File: config.mk
export PLATFORM = sky130hd
export DESIGN_NAME = pc_stack_seq
export DESIGN_NICKNAME = d
export VERILOG_FILES = /design/src/rtl/pc_pkg.sv /design/src/rtl/pc_stack_seq_ret_stack.sv /design/src/rtl/pc_stack_seq.sv
export SDC_FILE = /design/constraint.sdc
export NUM_CORES = 1
export LEC_CHECK = 0
export BUFFER_PORTS_ARGS = -buffer_cell sky130_fd_sc_hd__buf_2
export CORE_ASPECT_RATIO = 0.6
export CORE_MARGIN = 2
export CORE_UTILIZATION = 30
export CTS_CLUSTER_DIAMETER = 100
export CTS_CLUSTER_SIZE = 8
export DETAILED_ROUTE_END_ITERATION = 10
export GPL_TIMING_DRIVEN = 0
export PLACE_DENSITY = 0.45
export SLEW_MARGIN = 0
export SYNTH_ARGS = -nofsm -noshare
export SYNTH_HDL_FRONTEND = slang
export SYNTH_HIERARCHICAL = 1
export SYNTH_SLANG_ARGS = --single-unit
export TNS_END_PERCENT = 1
File: constraint.sdc
create_clock -name clk -period 3.2 [get_ports clk]
set_input_delay 0.48 -clock clk [delete_from_list [all_inputs] [get_ports clk]]
set_output_delay 0.48 -clock clk [all_outputs]
set_load 0.02 [all_outputs]
File: src/rtl/pc_pkg.sv
// Shared types and control decode for the program-sequencing unit.
// The decode function encodes the per-cycle priority of the sequencer controls.
package pc_pkg;

   typedef enum logic [2:0] {
      SEQ,
      BR_REL,
      BR_ABS,
      CALL,
      RET,
      HOLD
   } ctl_e;

   // Priority: stall, return, call, relative branch, absolute branch, sequential.
   function automatic ctl_e decode_ctl(
      input logic stall,
      input logic ret_en,
      input logic call_en,
      input logic branch_en,
      input logic reljump_en,
      input logic absjump_en
   );
      ctl_e ctl;
      if (stall)
         ctl = HOLD;
      else if (ret_en)
         ctl = RET;
      else if (call_en)
         ctl = CALL;
      else if (branch_en && reljump_en)
         ctl = BR_REL;
      else if (branch_en && absjump_en)
         ctl = BR_ABS;
      else
         ctl = SEQ;
      return ctl;
   endfunction

endpackage

File: src/rtl/pc_stack_seq_ret_stack.sv
// Register-array return-address LIFO; top of stack is readable combinationally.
// Pushes while full and pops while empty are ignored; pop wins if both are requested.
module ret_stack #(
   parameter int D     = 12,
   parameter int DEPTH = 4,
   localparam int CW   = $clog2(DEPTH + 1)
) (
   input  logic          clk,
   input  logic          reset,
   input  logic          push,
   input  logic          pop,
   input  logic [D-1:0]  push_data,
   output logic [D-1:0]  top,
   output logic [CW-1:0] count,
   output logic          full,
   output logic          empty
);

   localparam int IW = (DEPTH > 1) ? $clog2(DEPTH) : 1;

   logic [D-1:0]  mem [DEPTH];
   logic [IW-1:0] wr_idx;
   logic [IW-1:0] top_idx;
   logic          do_pop;
   logic          do_push;

   assign full    = (count == CW'(DEPTH));
   assign empty   = (count == '0);
   assign do_pop  = pop && !empty;
   assign do_push = push && !full && !do_pop;
   assign wr_idx  = IW'(count);
   assign top_idx = IW'(count - CW'(1));
   assign top     = mem[top_idx];

   always_ff @(posedge clk or negedge reset) begin
      if (!reset)
         count <= '0;
      else if (do_pop)
         count <= count - CW'(1);
      else if (do_push)
         count <= count + CW'(1);
   end

   // Entries need no reset; only slots below count are ever read.
   always_ff @(posedge clk) begin
      if (do_push)
         mem[wr_idx] <= push_data;
   end

endmodule

File: src/rtl/pc_stack_seq.sv
// Program sequencer: next-PC selection for sequential, branch, call and return flow,
// backed by a hardware return stack with sticky overflow/underflow flags.
module pc_stack_seq
   import pc_pkg::*;
#(
   parameter int            D          = 12,
   parameter int            DEPTH      = 4,
   parameter logic [D-1:0]  RESET_ADDR = '0,
   localparam int           CW         = $clog2(DEPTH + 1)
) (
   input  logic          clk,
   input  logic          reset,
   input  logic          stall,
   input  logic          branch_en,
   input  logic          reljump_en,
   input  logic          absjump_en,
   input  logic          call_en,
   input  logic          ret_en,
   input  logic [D-1:0]  target,
   output logic [D-1:0]  prog_ctr,
   output logic [CW-1:0] sp_count,
   output logic          stk_ovf,
   output logic          stk_unf
);

   ctl_e         ctl;
   logic [D-1:0] pc_inc;
   logic [D-1:0] stk_top;
   logic         stk_full;
   logic         stk_empty;

   assign ctl    = decode_ctl(stall, ret_en, call_en, branch_en, reljump_en, absjump_en);
   assign pc_inc = prog_ctr + D'(1);

   ret_stack #(
      .D     (D),
      .DEPTH (DEPTH)
   ) u_stack (
      .clk       (clk),
      .reset     (reset),
      .push      (ctl == CALL),
      .pop       (ctl == RET),
      .push_data (pc_inc),
      .top       (stk_top),
      .count     (sp_count),
      .full      (stk_full),
      .empty     (stk_empty)
   );

   // A call on a full stack still jumps; only the return address is lost.
   always_ff @(posedge clk or negedge reset) begin
      if (!reset) begin
         prog_ctr <= RESET_ADDR;
         stk_ovf  <= 1'b0;
         stk_unf  <= 1'b0;
      end else begin
         case (ctl)
            HOLD: prog_ctr <= prog_ctr;
            RET: begin
               if (stk_empty) begin
                  prog_ctr <= pc_inc;
                  stk_unf  <= 1'b1;
               end else begin
                  prog_ctr <= stk_top;
               end
            end
            CALL: begin
               prog_ctr <= target;
               if (stk_full)
                  stk_ovf <= 1'b1;
            end
            BR_REL:  prog_ctr <= prog_ctr + target;
            BR_ABS:  prog_ctr <= target;
            default: prog_ctr <= pc_inc;
         endcase
      end
   end

endmodule

### Word-level counts from Yosys, hierarchy flattened

Memory sizes are Yosys's and may differ from the RTL's.
Cells that the tools add are included.

* output and inout bits: 17
* register bits: 17
* bits in latches: 0
* ROM bits: 0
* RAM bits: 48
* logic and storage cells: 39
* memories: 1
* input bits: 20

* $add $sub $neg: 4
* divide/modulo/power cells: 0
* reductions and logical operators: 13
* multiply operators: 0
* shifts and indexed selects: 0
* $lt $le $gt $ge: 0
* bitwise operators: 0
* equal/unequal tests: 6
* mux-type cells: 11

Memories
* u_stack.mem: words 4, bits a word 12, read ports 1, clocked after memory_dff 0, wr ports 1, line pc_stack_seq_ret_stack.sv:21 `logic [D-1:0] mem [DEPTH];`

Operators with widths (count)
* $pmux 12 s4: 1
* $add 12x1->12 const B: 1
* $add 12x12->12: 1
* $mux 12: 1
* $mux 3: 4
* $eq 3x3->1 const B: 3
* $eq 3x2->1 const B: 2
* $mux 2: 3
* $logic_and 1x1->1: 5
* $reduce_and 2->1: 2
* $add 3x1->3 const B: 1
* $eq 3x1->1 const B: 1
* $logic_not 1->1: 3
* $logic_not 3->1: 1
* $sub 3x1->3 const B: 1
* $mux 1: 2
* $reduce_bool 2->1: 1
* $reduce_or 2->1: 1

### Logic depth before layout (Yosys ltp)

* depth in word-level cells: 12
* gate-level depth with buffers: 10
* mapped depth without buffers: 8

### Hierarchy

Netlist, hierarchy kept.

Modules (own cells, without submodules)
* ret_stack: cells an instance 97, sequential area each 1516.5 um^2, area an instance 2048.2 um^2, instances 1
* pc_stack_seq: cells an instance 190, sequential area each 350.3 um^2, area an instance 1671.6 um^2, instances 1

### Worst setup path after synthesis

OpenSTA, ideal clock, no wires.

* kind: flip-flop to flip-flop
* start: reg u_stack.count[0]
* end: reg prog_ctr[7]
* setup time: 0.130 ns
* period minus slack after synthesis: 2.599 ns
* stages on the path, launching flop included: 9
* required time: 3.070 ns
* arrival time: 2.470 ns
* buffers on the path: 2
* path slack: 0.601 ns
* cells stage by stage: dfrtp_1 > buf_6 > inv_1 > ha_1 > buf_2 > mux4_2 > a221o_1 > a2111oi_2 > nor3_1

* word-level cells in the longest chain between the ends: 4
* elaborated cells on any way between the ends: 5
* classes of those cells: 1 x add/sub; 2 x mux; 1 x reduce/logical; 1 x memory

Ends and longest elaborated chain
* start, declared: line pc_stack_seq_ret_stack.sv:14 `output logic [CW-1:0] count,`
* start signal, assigned: line pc_stack_seq_ret_stack.sv:39 `count <= count - CW'(1);`
* start signal, assigned: line pc_stack_seq_ret_stack.sv:41 `count <= count + CW'(1);`
* $sub 3x1->3: line pc_stack_seq_ret_stack.sv:32 `assign top_idx = IW'(count - CW'(1));`
* $mem_v2 4x12
* net stk_top[7]: line pc_stack_seq.sv:28 `logic [D-1:0] stk_top;`
* $mux 12: line pc_stack_seq.sv:60 `if (stk_empty) begin`
* $pmux 12 s4: line pc_stack_seq.sv:57 `case (ctl)`
* end signal, assigned: line pc_stack_seq.sv:58 `HOLD: prog_ctr <= prog_ctr;`
* end signal, assigned: line pc_stack_seq.sv:61 `prog_ctr <= pc_inc;`
* end signal, assigned: line pc_stack_seq.sv:64 `prog_ctr <= stk_top;`
* end, declared: line pc_stack_seq.sv:20 `output logic [D-1:0] prog_ctr,`

The timed path passes the listed nets, and every way through them passes these cells.
A chain may end at the register's enable or synchronous reset.

### Worst setup path after layout

Ends and elaborated chain as after synthesis.

==> summary.txt <==
Cell row count: 31
H-tree levels: 3
Router iterations before antenna repair: 4
Effective utilization at floorplan: 30.8%
Clock buffer count from CTS: 9
Pin slew with the least headroom to its limit: 1050 ps
Kind of launch point of the worst setup path: flip-flop
TritonCTS clock tree: built
Worst Hold Class: in2async
Aggregate global-route resource usage: 15.2%
Total number of clock tree sinks: 65
Post-synth ARST share: 26.2%
Leakage power figure: 1.68 nW
Area of the multi-input gates: 1740 um^2
Skew-Pair Late Insertion Delay: 330 ps
Gate count of the mapped netlist: 287
Aggregate negative setup slack: 0 ps
Dpl cells: 486
Count of unresolved DRC violations after routing: 0
Total of warnings raised by yosys: 6
Peak ir drop on the vdd network: 334 uV
Fraction of synthesized cell area taken by the top area cell type: 38.7%
Detailed router's first-iteration violation count: 154
Wire per inst: 19.0 um
Worst slew margin relative to its limit: 29.1%
Combined area of all synthesized cells: 3720 um^2
RSZ-0062 raised after global routing: false
Kind of capture point of the worst setup path: flip-flop
Initial antenna violation count: 0
Count of state elements after synthesis: 65
Startpoint of the worst setup timing path: u_stack/count[0]
Required time worst endpoint: 3400 ps
Synthesized area per cell: 13.0 um^2
Antenna diodes: 0
Leading post-synthesis cells by cell area: sky130_fd_sc_hd__edfxtp_1 39%, sky130_fd_sc_hd__dfrtp_1 11%, sky130_fd_sc_hd__ha_1 5.7%
Area of the die: 13300 um^2
# setup viols final: 0
Run status: finished, final reports clean
Count of boundary I/O pins: 37
Maximum clock skew at final layout: 5.40 ps
Clock root buffer: sky130_fd_sc_hd__clkbuf_16
Fin. Hold Viols: 0
Total Nets Final: 370
Synth-to-layout area growth: 18.5%
Routed via count: 2552
Average via count per standard cell: 5.08
Final antenna-violating net count: 0
Filler-free cell count of the finished design: 502
Post-Synthesis Net Count: 325
Hold bufs inserted after CTS: 0
Weighted congestion at the end of routability-driven global placement: 0.788
Fraction of layout cells with a size suffix above 1: 24.9%
Crit Reg-Reg Startpoint: u_stack/count[0]
Critical path data arrival time: 3140 ps
Flip-flop and latch area: 1870 um^2
Number of global-route vias before repair: 2547
Estimated wirelength of the detail-placed design: 7090 um
Filler Cells Inserted: 1141
Tmin final: 2940 ps
Largest area contributor in the synthesized netlist: sky130_fd_sc_hd__edfxtp_1
Count of final max-slew check failures: 0
Most used flip-flop cell after synthesis: sky130_fd_sc_hd__edfxtp_1
Worst-path clk slew: 60 ps
Die height: 90.3 um
Sequential fraction of the synthesis area: 50.2%
Share of the clock period used by the worst path after layout: 91.9%
Count of flip-flops with a built-in enable after synthesis: 48
Pin count of the biggest net entering global routing: 18
Highest clock frequency the design can meet: 0.340 GHz
Chip width: 148 um
Global-route wire length before repair: 15100 um
Wirelength, routed: 9520 um
Port Buffer Count: 34
Number of buffers on the longest clock path: 2
WS Path Type: reg2reg
Post-cts sizing count: 0
Maxcap violations: 0
Core area: 12100 um^2
Netlist cell types: 59
Power per standard cell area: 912 nW/um^2
Crit-path max FO: 10
Post-CTS Setup Bufs: 0
Total gr overflow: 0
Final Power: 0.00402 W
[cell families after synthesis]
family	Yosys count	share of synthesized area, %
buffers and inverters	22	3.13
multiplexers	17	8.95
XOR/XNOR	21	4.94
adder cells (fa/ha/maj)	18	6.26
flip-flops	65	50.2
AO/OA/AOI/OAI	87	17.2
AND/OR/NAND/NOR	57	9.35
[report_power, final]
part	switching, W	total [W]	internal [W]
Sequential	0.000173	0.00130	0.00113
Clock	0.000395	0.00101	0.000620
Combinational	0.000994	0.00170	0.000707
Total	0.00156	0.00402	0.00246
[per-layer routing]
metal,track usage (%),vias up,share of wire (%)
met5,0,-,0
met4,6.09,0,1.6
met3,3.69,14,5.1
met2,18.9,67,39
met1,24.4,1251,55
li1,-,1220,-
[cell type report]
| type | instances | share of cell area, % |
|---|---|---|
| Tap cell | 165 | 4.68 |
| Timing Repair Buffer | 34 | 3.86 |
| Buffer | 8 | 1.45 |
| Multi-Input combinational cell | 200 | 39.4 |
| Inverter | 14 | 1.19 |
| Clock buffer | 9 | 5.11 |
| Sequential cell | 65 | 42.4 |
| Clock inverter | 7 | 1.96 |
[path summary, 6_finish.rpt]
check | endpoint | slack (ps) | cells after the start
setup / recovery | prog_ctr[7] | 260 | 8
hold / removal | u_stack/count[1] | 110 | 1
setup reg to reg | prog_ctr[7] | 260 | 8
hold reg to reg | stk_ovf | 460 | 1
max in group asynchronous | prog_ctr[5] | 2760 | 1
min in group clk | stk_ovf | 460 | 1
[critical path, stage by stage, from the launching register on]
cell and delay (ps):
sky130_fd_sc_hd__dfrtp_1 570, sky130_fd_sc_hd__buf_6 250, sky130_fd_sc_hd__inv_1 130, sky130_fd_sc_hd__ha_1 400, sky130_fd_sc_hd__buf_2 310, sky130_fd_sc_hd__mux4_2 370
sky130_fd_sc_hd__a221o_1 360, sky130_fd_sc_hd__a2111oi_2 330, sky130_fd_sc_hd__nor3_1 70
[Yosys cell counts, types with 2 or more instances]
cell type,number
sky130_fd_sc_hd__and2_1,4
sky130_fd_sc_hd__o21a_1,3
sky130_fd_sc_hd__buf_6,4
sky130_fd_sc_hd__nand2_1,11
sky130_fd_sc_hd__and3_1,7
sky130_fd_sc_hd__a211oi_1,2
sky130_fd_sc_hd__o21bai_1,3
sky130_fd_sc_hd__nor2_1,7
sky130_fd_sc_hd__nand3_1,4
sky130_fd_sc_hd__a221o_1,5
sky130_fd_sc_hd__a2bb2oi_1,2
sky130_fd_sc_hd__mux2i_1,4
sky130_fd_sc_hd__xnor2_1,14
sky130_fd_sc_hd__nand2b_1,7
sky130_fd_sc_hd__nor3_1,3
sky130_fd_sc_hd__inv_1,13
sky130_fd_sc_hd__edfxtp_1,48
sky130_fd_sc_hd__buf_2,3
sky130_fd_sc_hd__a21o_1,5
sky130_fd_sc_hd__nor2b_4,2
sky130_fd_sc_hd__a21boi_0,2
sky130_fd_sc_hd__dfrtp_1,17
sky130_fd_sc_hd__o21ai_1,4
sky130_fd_sc_hd__or2_2,3
sky130_fd_sc_hd__mux4_1,3
sky130_fd_sc_hd__a221oi_1,9
sky130_fd_sc_hd__ha_1,17
sky130_fd_sc_hd__xor2_1,7
sky130_fd_sc_hd__o21ai_0,11
sky130_fd_sc_hd__mux4_2,9
sky130_fd_sc_hd__a21oi_1,23
sky130_fd_sc_hd__a22oi_1,3
sky130_fd_sc_hd__a211o_1,2
[flip-flops by register name, summed over array words and instances, names as in the netlist]
register,count
prog_ctr,12
stk_ovf,1
stk_unf,1
u_stack/count,3
u_stack/mem,48
[cell usage in the layout, fill, tap and decap left out, types with 7 or more instances in the layout]
| cell | n |
|---|---|
| sky130_fd_sc_hd__xor2_1 | 7 |
| sky130_fd_sc_hd__a21oi_1 | 23 |
| sky130_fd_sc_hd__nand2_1 | 11 |
| sky130_fd_sc_hd__o21ai_0 | 11 |
| sky130_fd_sc_hd__edfxtp_1 | 48 |
| sky130_fd_sc_hd__a221oi_1 | 9 |
| sky130_fd_sc_hd__ha_1 | 17 |
| sky130_fd_sc_hd__nor2_1 | 7 |
| sky130_fd_sc_hd__nand2b_1 | 7 |
| sky130_fd_sc_hd__clkbuf_16 | 9 |
| sky130_fd_sc_hd__inv_1 | 13 |
| sky130_fd_sc_hd__mux4_2 | 9 |
| sky130_fd_sc_hd__buf_2 | 37 |
| sky130_fd_sc_hd__and3_1 | 7 |
| sky130_fd_sc_hd__xnor2_1 | 14 |
| sky130_fd_sc_hd__dfrtp_1 | 17 |
[per-stage QoR]
stage	setup WS [ps]	hold slack [ps]	cell area (um^2)	utilization, %
global placement	234	435	4100	34.0
detailed placement	211	446	4100	34.0
floorplan	601	184	3720	-
finish	260	108	4410	36.5
CTS	206	122	4410	36.5
global route	33.9	134	4410	36.5
Power figures use the tool's default switching activity.
